### src/rtl/hicore_clint.sv
// hicore_clint -- machine-level core-local interruptor.
//
// Holds the 64-bit mtime counter, the 64-bit mtimecmp compare register and
// the msip software-interrupt bit behind a single-outstanding
// request/response port, and drives the core's machine timer and software
// interrupt lines.
//
// Optional feature macro: HICORE_MTIME_PRESCALER_EN
//   defined   : mtime advances once every PRESCALE_DIV clock cycles
//   undefined : mtime advances every clock cycle (PRESCALE_DIV unused)
//
// Ports:
//   clk, rst_n              core clock, asynchronous active-low reset
//   req_valid/req_ready     request handshake (accept = valid & ready)
//   req_we, req_addr        1 = write / 0 = read, byte offset in the window
//   req_wdata               full-word write data
//   rsp_valid/rsp_ready     response handshake, one response outstanding
//   rsp_rdata, rsp_err      read data (0 on writes/errors), address error
//   m_time_irq              registered (mtime >= mtimecmp), level
//   m_soft_irq              msip bit, level

module hicore_clint #(
  parameter int PRESCALE_DIV = 100
) (
  input  logic        clk,
  input  logic        rst_n,
  input  logic        req_valid,
  output logic        req_ready,
  input  logic        req_we,
  input  logic [15:0] req_addr,
  input  logic [31:0] req_wdata,
  output logic        rsp_valid,
  input  logic        rsp_ready,
  output logic [31:0] rsp_rdata,
  output logic        rsp_err,
  output logic        m_time_irq,
  output logic        m_soft_irq
);

  localparam logic [15:0] ADDR_MSIP     = 16'h0000;
  localparam logic [15:0] ADDR_CMP_LO   = 16'h4000;
  localparam logic [15:0] ADDR_CMP_HI   = 16'h4004;
  localparam logic [15:0] ADDR_TIME_LO  = 16'hBFF8;
  localparam logic [15:0] ADDR_TIME_HI  = 16'hBFFC;

  // Reject an out-of-range prescaler divider at elaboration time.
  if ((PRESCALE_DIV < 2) || (PRESCALE_DIV > 65535)) begin : g_div_range
    $error("hicore_clint: PRESCALE_DIV must be within 2..65535");
  end

  logic        accept_s;
  logic        wr_s;
  logic        time_wr_s;
  logic        tick_s;
  logic        sel_msip_s;
  logic        sel_cmp_lo_s;
  logic        sel_cmp_hi_s;
  logic        sel_time_lo_s;
  logic        sel_time_hi_s;
  logic        addr_err_s;
  logic [31:0] rd_data_s;

  logic [63:0] mtime_r;
  logic [63:0] mtimecmp_r;
  logic        msip_r;
  logic        time_irq_r;
  logic        rsp_valid_r;
  logic [31:0] rsp_rdata_r;
  logic        rsp_err_r;

  // A new request can enter whenever the response slot is empty or draining.
  assign req_ready = !rsp_valid_r || rsp_ready;
  assign accept_s  = req_valid && req_ready;
  assign wr_s      = accept_s && req_we;
  assign time_wr_s = wr_s && (sel_time_lo_s || sel_time_hi_s);

  assign rsp_valid  = rsp_valid_r;
  assign rsp_rdata  = rsp_rdata_r;
  assign rsp_err    = rsp_err_r;
  assign m_time_irq = time_irq_r;
  assign m_soft_irq = msip_r;

  // Address decode. Only exact word offsets match, so any address with
  // req_addr[1:0] != 0 falls into the error branch as well.
  always_comb begin
    sel_msip_s    = 1'b0;
    sel_cmp_lo_s  = 1'b0;
    sel_cmp_hi_s  = 1'b0;
    sel_time_lo_s = 1'b0;
    sel_time_hi_s = 1'b0;
    addr_err_s    = 1'b0;
    case (req_addr)
      ADDR_MSIP:    sel_msip_s    = 1'b1;
      ADDR_CMP_LO:  sel_cmp_lo_s  = 1'b1;
      ADDR_CMP_HI:  sel_cmp_hi_s  = 1'b1;
      ADDR_TIME_LO: sel_time_lo_s = 1'b1;
      ADDR_TIME_HI: sel_time_hi_s = 1'b1;
      default:      addr_err_s    = 1'b1;
    endcase
  end

  // Read mux over the current register values (before this cycle's tick).
  always_comb begin
    rd_data_s = 32'h0000_0000;
    if (sel_msip_s) begin
      rd_data_s = {31'h0000_0000, msip_r};
    end else if (sel_cmp_lo_s) begin
      rd_data_s = mtimecmp_r[31:0];
    end else if (sel_cmp_hi_s) begin
      rd_data_s = mtimecmp_r[63:32];
    end else if (sel_time_lo_s) begin
      rd_data_s = mtime_r[31:0];
    end else if (sel_time_hi_s) begin
      rd_data_s = mtime_r[63:32];
    end else begin
      rd_data_s = 32'h0000_0000;
    end
  end

`ifdef HICORE_MTIME_PRESCALER_EN
  localparam logic [15:0] PRESC_LAST = 16'(PRESCALE_DIV - 1);

  logic [15:0] presc_cnt_r;

  assign tick_s = (presc_cnt_r == PRESC_LAST);

  // Prescaler: restarts its period on every software write to mtime.
  always_ff @(posedge clk or negedge rst_n) begin
    if (!rst_n) begin
      presc_cnt_r <= 16'd0;
    end else if (time_wr_s || tick_s) begin
      presc_cnt_r <= 16'd0;
    end else begin
      presc_cnt_r <= presc_cnt_r + 16'd1;
    end
  end
`else
  assign tick_s = 1'b1;
`endif

  // mtime: a software write to one half wins over the tick; the other half
  // holds, so no carry or increment is applied in that cycle.
  always_ff @(posedge clk or negedge rst_n) begin
    if (!rst_n) begin
      mtime_r <= 64'h0000_0000_0000_0000;
    end else if (wr_s && sel_time_lo_s) begin
      mtime_r[31:0] <= req_wdata;
    end else if (wr_s && sel_time_hi_s) begin
      mtime_r[63:32] <= req_wdata;
    end else if (tick_s) begin
      mtime_r <= mtime_r + 64'd1;
    end else begin
      mtime_r <= mtime_r;
    end
  end

  // mtimecmp register, written one half at a time.
  always_ff @(posedge clk or negedge rst_n) begin
    if (!rst_n) begin
      mtimecmp_r <= 64'hFFFF_FFFF_FFFF_FFFF;
    end else if (wr_s && sel_cmp_lo_s) begin
      mtimecmp_r[31:0] <= req_wdata;
    end else if (wr_s && sel_cmp_hi_s) begin
      mtimecmp_r[63:32] <= req_wdata;
    end else begin
      mtimecmp_r <= mtimecmp_r;
    end
  end

  // msip bit; upper bits of the word are not stored.
  always_ff @(posedge clk or negedge rst_n) begin
    if (!rst_n) begin
      msip_r <= 1'b0;
    end else if (wr_s && sel_msip_s) begin
      msip_r <= req_wdata[0];
    end else begin
      msip_r <= msip_r;
    end
  end

  // Timer interrupt: registered compare of the current register values.
  always_ff @(posedge clk or negedge rst_n) begin
    if (!rst_n) begin
      time_irq_r <= 1'b0;
    end else begin
      time_irq_r <= (mtime_r >= mtimecmp_r);
    end
  end

  // Response slot: loaded on acceptance, held until the requester takes it.
  always_ff @(posedge clk or negedge rst_n) begin
    if (!rst_n) begin
      rsp_valid_r <= 1'b0;
      rsp_rdata_r <= 32'h0000_0000;
      rsp_err_r   <= 1'b0;
    end else if (accept_s) begin
      rsp_valid_r <= 1'b1;
      rsp_rdata_r <= req_we ? 32'h0000_0000 : rd_data_s;
      rsp_err_r   <= addr_err_s;
    end else if (rsp_ready) begin
      rsp_valid_r <= 1'b0;
      rsp_rdata_r <= 32'h0000_0000;
      rsp_err_r   <= 1'b0;
    end else begin
      rsp_valid_r <= rsp_valid_r;
      rsp_rdata_r <= rsp_rdata_r;
      rsp_err_r   <= rsp_err_r;
    end
  end

endmodule

### config.mk
export PLATFORM = sky130hd
export DESIGN_NAME = hicore_clint
export DESIGN_NICKNAME = d
export VERILOG_FILES = /design/src/rtl/hicore_clint.sv
export SDC_FILE = /design/constraint.sdc
export NUM_CORES = 1
export LEC_CHECK = 0
export BUFFER_PORTS_ARGS = -buffer_cell sky130_fd_sc_hd__buf_2
export CAP_MARGIN = 40
export CELL_PAD_IN_SITES_DETAIL_PLACEMENT = 1
export CELL_PAD_IN_SITES_GLOBAL_PLACEMENT = 2
export CORE_MARGIN = 2
export CORE_UTILIZATION = 30
export DETAILED_ROUTE_END_ITERATION = 6
export GPL_ROUTABILITY_DRIVEN = 0
export GPL_TIMING_DRIVEN = 1
export PLACE_DENSITY_LB_ADDON = 0.1
export RECOVER_POWER = 100
export SYNTH_ARGS = -nofsm -noshare
export SYNTH_HDL_FRONTEND = slang
export SYNTH_SLANG_ARGS = --single-unit
### constraint.sdc
create_clock -name clk -period 2.5 [get_ports clk]
set_clock_uncertainty 0.1 [all_clocks]
set_input_delay 0.5 -clock clk [delete_from_list [all_inputs] [get_ports clk]]
set_output_delay 0.5 -clock clk [all_outputs]
set_load 0.01 [all_outputs]
==> flow_metrics.py <==
metrics = {
    "worst_setup_path": {
        "reg2regPathDepth": 8,
        "worstSetupPathType": "flip-flop to flip-flop",
        "worstPathRequired_ns": 2.73,
        "startpoint_type": "flip-flop",
        "path_max_fanout": 3,
        "worst_path_max_delay_cell": "dfstp_2",
        "slowest_delay_ns": 0.56,
        "end_kind": "flip-flop",
        "cp.arrival_ns": 2.73,
        "path_delay_family": "compound AO/OA/AOI/OAI gates",
        "reg2reg_from": "mtimecmp_r[61]",
        "critPathBufInv": 1,
        "crit_chain": "inv_1, ha_1, a21o_1, a21o_1, a21oi_1, o21ai_0, a2111oi_2, a21oi_1",
        "rrSetupSlack_ns": 0.003,
        "r2r_end": "m_time_irq",
    },
    "synthesis": {
        "syn-cell-area_mm2": 0.00996,
        "syn_area_per_cell_um2": 9.18,
        "synth_edf_count": 0,
        "synth_ff_type": "dfrtp_1",
        "yosys.cell_types.count": 66,
        "synth_seq_cells": 164,
        "synthTopCellsByArea": "dfrtp_1 (25%), dfstp_2 (17%), ha_1 (8.2%)",
        "synthArstFlopShare_pct": 100,
        "yosysTopAreaCellShare_pct": 25.1,
        "synthCells": 1085,
        "ys_seq_area_share_pct": 42.0,
        "yosysWarnings": 0,
        "yosysTopAreaCell": "dfrtp_1",
        "syn_nets": 1203,
    },
    "placed_design": {
        "port_buffers": 89,
        "dp_hpwl_um": 29500,
        "place_ws_ns": -0.319,
        "placed_cells": 1743,
    },
    "timing": {
        "setup_ws_ns": 0.00299,
        "tightest_slew_ns": 1.63,
        "setup_viol": 0,
        "maxSlewViolCount": 49,
        "finalCritPeriodShare_pct": 99.9,
        "rsz0062_at_grt": "true",
        "final.setup.tns_ns": 0,
        "finalCriticalPeriod_ns": 2.50,
        "fmax_mhz": 400,
        "relSlewSlack_pct": -8.42,
        "worst_hold_slack_ns": 0.189,
        "hold_viol_final": 0,
    },
    "drt": {
        "vias_per_cell": 5.30,
        "drt_iter0_markers": 550,
        "route.detailed.drc": 0,
        "vias": 9438,
        "wl_per_cell_um": 21.8,
        "drt-pass1-iter-count": 5,
        "drt.antenna.violating_nets": 0,
        "routed_wl_um": 38900,
    },
    "layout": {
        "final_net_count": 1445,
        "diodes": 0,
        "fillers": 3778,
        "drive_above_1_share_pct": 33.7,
        "register_area_mm2": 0.00419,
        "area_growth_pct": 31.8,
        "final_cell_count_no_fill": 1782,
        "multiInputGateArea_mm2": 0.00559,
    },
    "worst_hold_path": {
        "min_path_type": "input pin to flip-flop",
        "min_to": "mtimecmp_r[5]",
        "min_path_cells": 3,
        "hold_path.startpoint": "req_wdata[5]",
    },
    "run_status": {
        "violations": "max-capacitance violations, max-slew violations",
        "status": "finished with violations",
    },
    "clock_tree": {
        "cts.sinks": 164,
        "cts_buffers": 17,
        "cts_tree": "built",
        "clk_pin_slew_worst_paths_ns": 0.07,
        "h-tree-depth": 4,
        "clk_path_buf_depth": 2,
        "cts_root_buf": "clkbuf_16",
        "insertion_delay_ns": 0.46,
    },
    "global_routing": {
        "grt_pass1_vias": 9922,
        "grt_remaining_overflow": 0,
        "antenna_found_initial": 0,
        "grt_max_degree": 53,
        "grt_pass1_wl_um": 60800,
        "groute.usage.overall_pct": 23.6,
    },
    "floorplanning": {
        "coreArea_mm2": 0.0326,
        "core.rowCount": 66,
        "die_w_um": 186,
        "die_y_um": 186,
        "dieArea_mm2": 0.0347,
        "start_util_pct": 30.5,
        "ios": 90,
    },
    "power": {
        "power_frac_comb_pct": 9.2,
        "power_density_mw_per_mm2": 456,
        "p_seq_share_pct": 46.2,
        "p_total_uw": 5980,
        "ir_worst_vdd_mv": 0.500,
        "p_sw_uw": 1610,
        "cellLeakagePower_uw": 0.00569,
        "p_clk_share_pct": 44.6,
        "intPower_uw": 4370,
        "switching_share_pct": 26.9,
    },
    "job": {
        "cap_violations": 1,
    },
}
==> cells by family (layout without fill, tap and decap cells) <==
family / count (synthesis) / in the layout / synth area share [%]
AOI/OAI and AO/OA: 278 / 278 / 18.7
xor gates and xnor gates: 11 / 11 / 0.967
adders and majority gates: 65 / 65 / 8.17
buffers and inverters: 137 / 392 / 5.31
DFF: 164 / 164 / 42.0
muxes: 65 / 65 / 7.30
and+or+nand+nor: 365 / 365 / 17.6
==> placed cells by master, fill, tap and decap left out, types with 4 or more instances in the layout <==
cell type  Yosys  final
buf_4          0    152
nand2_1      137    137
o21ai_0      103     99
dfrtp_1      100     96
inv_1         80     80
nor2_1        66     66
dfstp_2       64     64
ha_1          65     61
mux2_2        59     59
buf_2          5     52
clkbuf_1      45     48
a21oi_1       45     42
nand3_1       34     32
nand4_1       31     31
a222oi_1      31     31
nor3_1        27     22
clkbuf_16      0     17
a211oi_1      19     16
a21o_1        14     14
and3_1        14     12
nor4_1        19     12
o211ai_1      11     11
o22ai_1       11     10
xnor2_1       10     10
buf_12         0     10
o221a_2        9      9
clkbuf_4       0      8
clkbuf_2       1      7
nor4_4         0      5
o21a_1         5      5
and2_1         5      5
a311oi_1       4      4
nor3_2         1      4
mux2i_1        4      4
ha_4           0      4
clkinv_4       0      4
dfrtp_2        0      4
==> how the worst max path moves through the flow <==
stage / from / endpoint / slack (ns) / cells after the start
after detailed placement: mtimecmp_r[11] / m_time_irq / -0.32 / 9
after global routing: mtimecmp_r[46] / m_time_irq / -0.1 / 9
after global placement: req_addr[1] / mtime_r[55] / -0.28 / 8
final: mtimecmp_r[61] / m_time_irq / 0.003 / 8
after floorplan: req_addr[1] / mtime_r[37] / 0.008 / 9
after CTS: mtimecmp_r[13] / m_time_irq / -0.06 / 10
==> cell type report <==
| type | count | share of cell area, % |
|---|---|---|
| multi-input combinational | 784 | 42.6 |
| sequential | 164 | 31.9 |
| timing repair buffer | 280 | 14.5 |
| tap | 442 | 4.21 |
| clock buffer | 19 | 3.45 |
| inverter | 80 | 2.29 |
| clock inverter | 13 | 0.944 |
==> flip-flops by register name, summed over array words and instances (netlist names) <==
name,count
mtime_r,64
mtimecmp_r,64
rsp_rdata,32
m_soft_irq,1
m_time_irq,1
rsp_err,1
rsp_valid,1
==> metrics by stage <==
step / area [µm²] / util, %
after floorplan: 9970 / -
after global placement: 12400 / 37.9
after detailed placement: 12400 / 37.9
after CTS: 13100 / 40.0
after global routing: 13100 / 40.2
final: 13100 / 40.2
==> cell usage after synthesis, types with 5 or more instances <==
cell type and count:
nand2_1 137, o21ai_0 103, dfrtp_1 100, inv_1 80, nor2_1 66, ha_1 65, dfstp_2 64, mux2_2 59
a21oi_1 45, clkbuf_1 45, nand3_1 34, a222oi_1 31, nand4_1 31, nor3_1 27, a211oi_1 19, nor4_1 19
a21o_1 14, and3_1 14, o211ai_1 11, o22ai_1 11, xnor2_1 10, o221a_2 9, and2_1 5, buf_1 5
buf_2 5, o21a_1 5
==> layer usage <==
layer,up-vias,track usage [%],wire [µm]
li1,4492,-,-
met5,-,0,0
met2,155,37.4,17700
met4,0,5.39,529
met1,4762,33.7,19300
met3,29,4.03,1320
==> power groups by stage <==
| stage | clock [µW] | combinational (µW) | sequential (µW) |
|---|---|---|---|
| 2_1_floorplan | 0 | 190 | 2790 |
| 3_3_place_gp | 0 | 521 | 2800 |
| 3_5_place_dp | 0 | 525 | 2800 |
| 4_1_cts | 2760 | 535 | 2760 |
| 5_1_grt | 2870 | 609 | 2770 |
| 6_report | 2670 | 551 | 2770 |
==> tightest hold or removal path, stage by stage <==
cell and delay [ns]:
buf_2 0.13, nand2_1 0.05, o21ai_0 0.07
==> what timing repair did <==
| item | 4_1_cts | 5_1_grt |
|---|---|---|
| hold buffers | 1 | 0 |
| endpoints found under the setup margin | 28 | 25 |
| pin swaps | 2 | 10 |
| endpoints found under the hold margin | 35 | 0 |
| gates resized for setup | 23 | 42 |
| buffers inserted | 0 | 6 |
(Power assumes the default switching activity.)
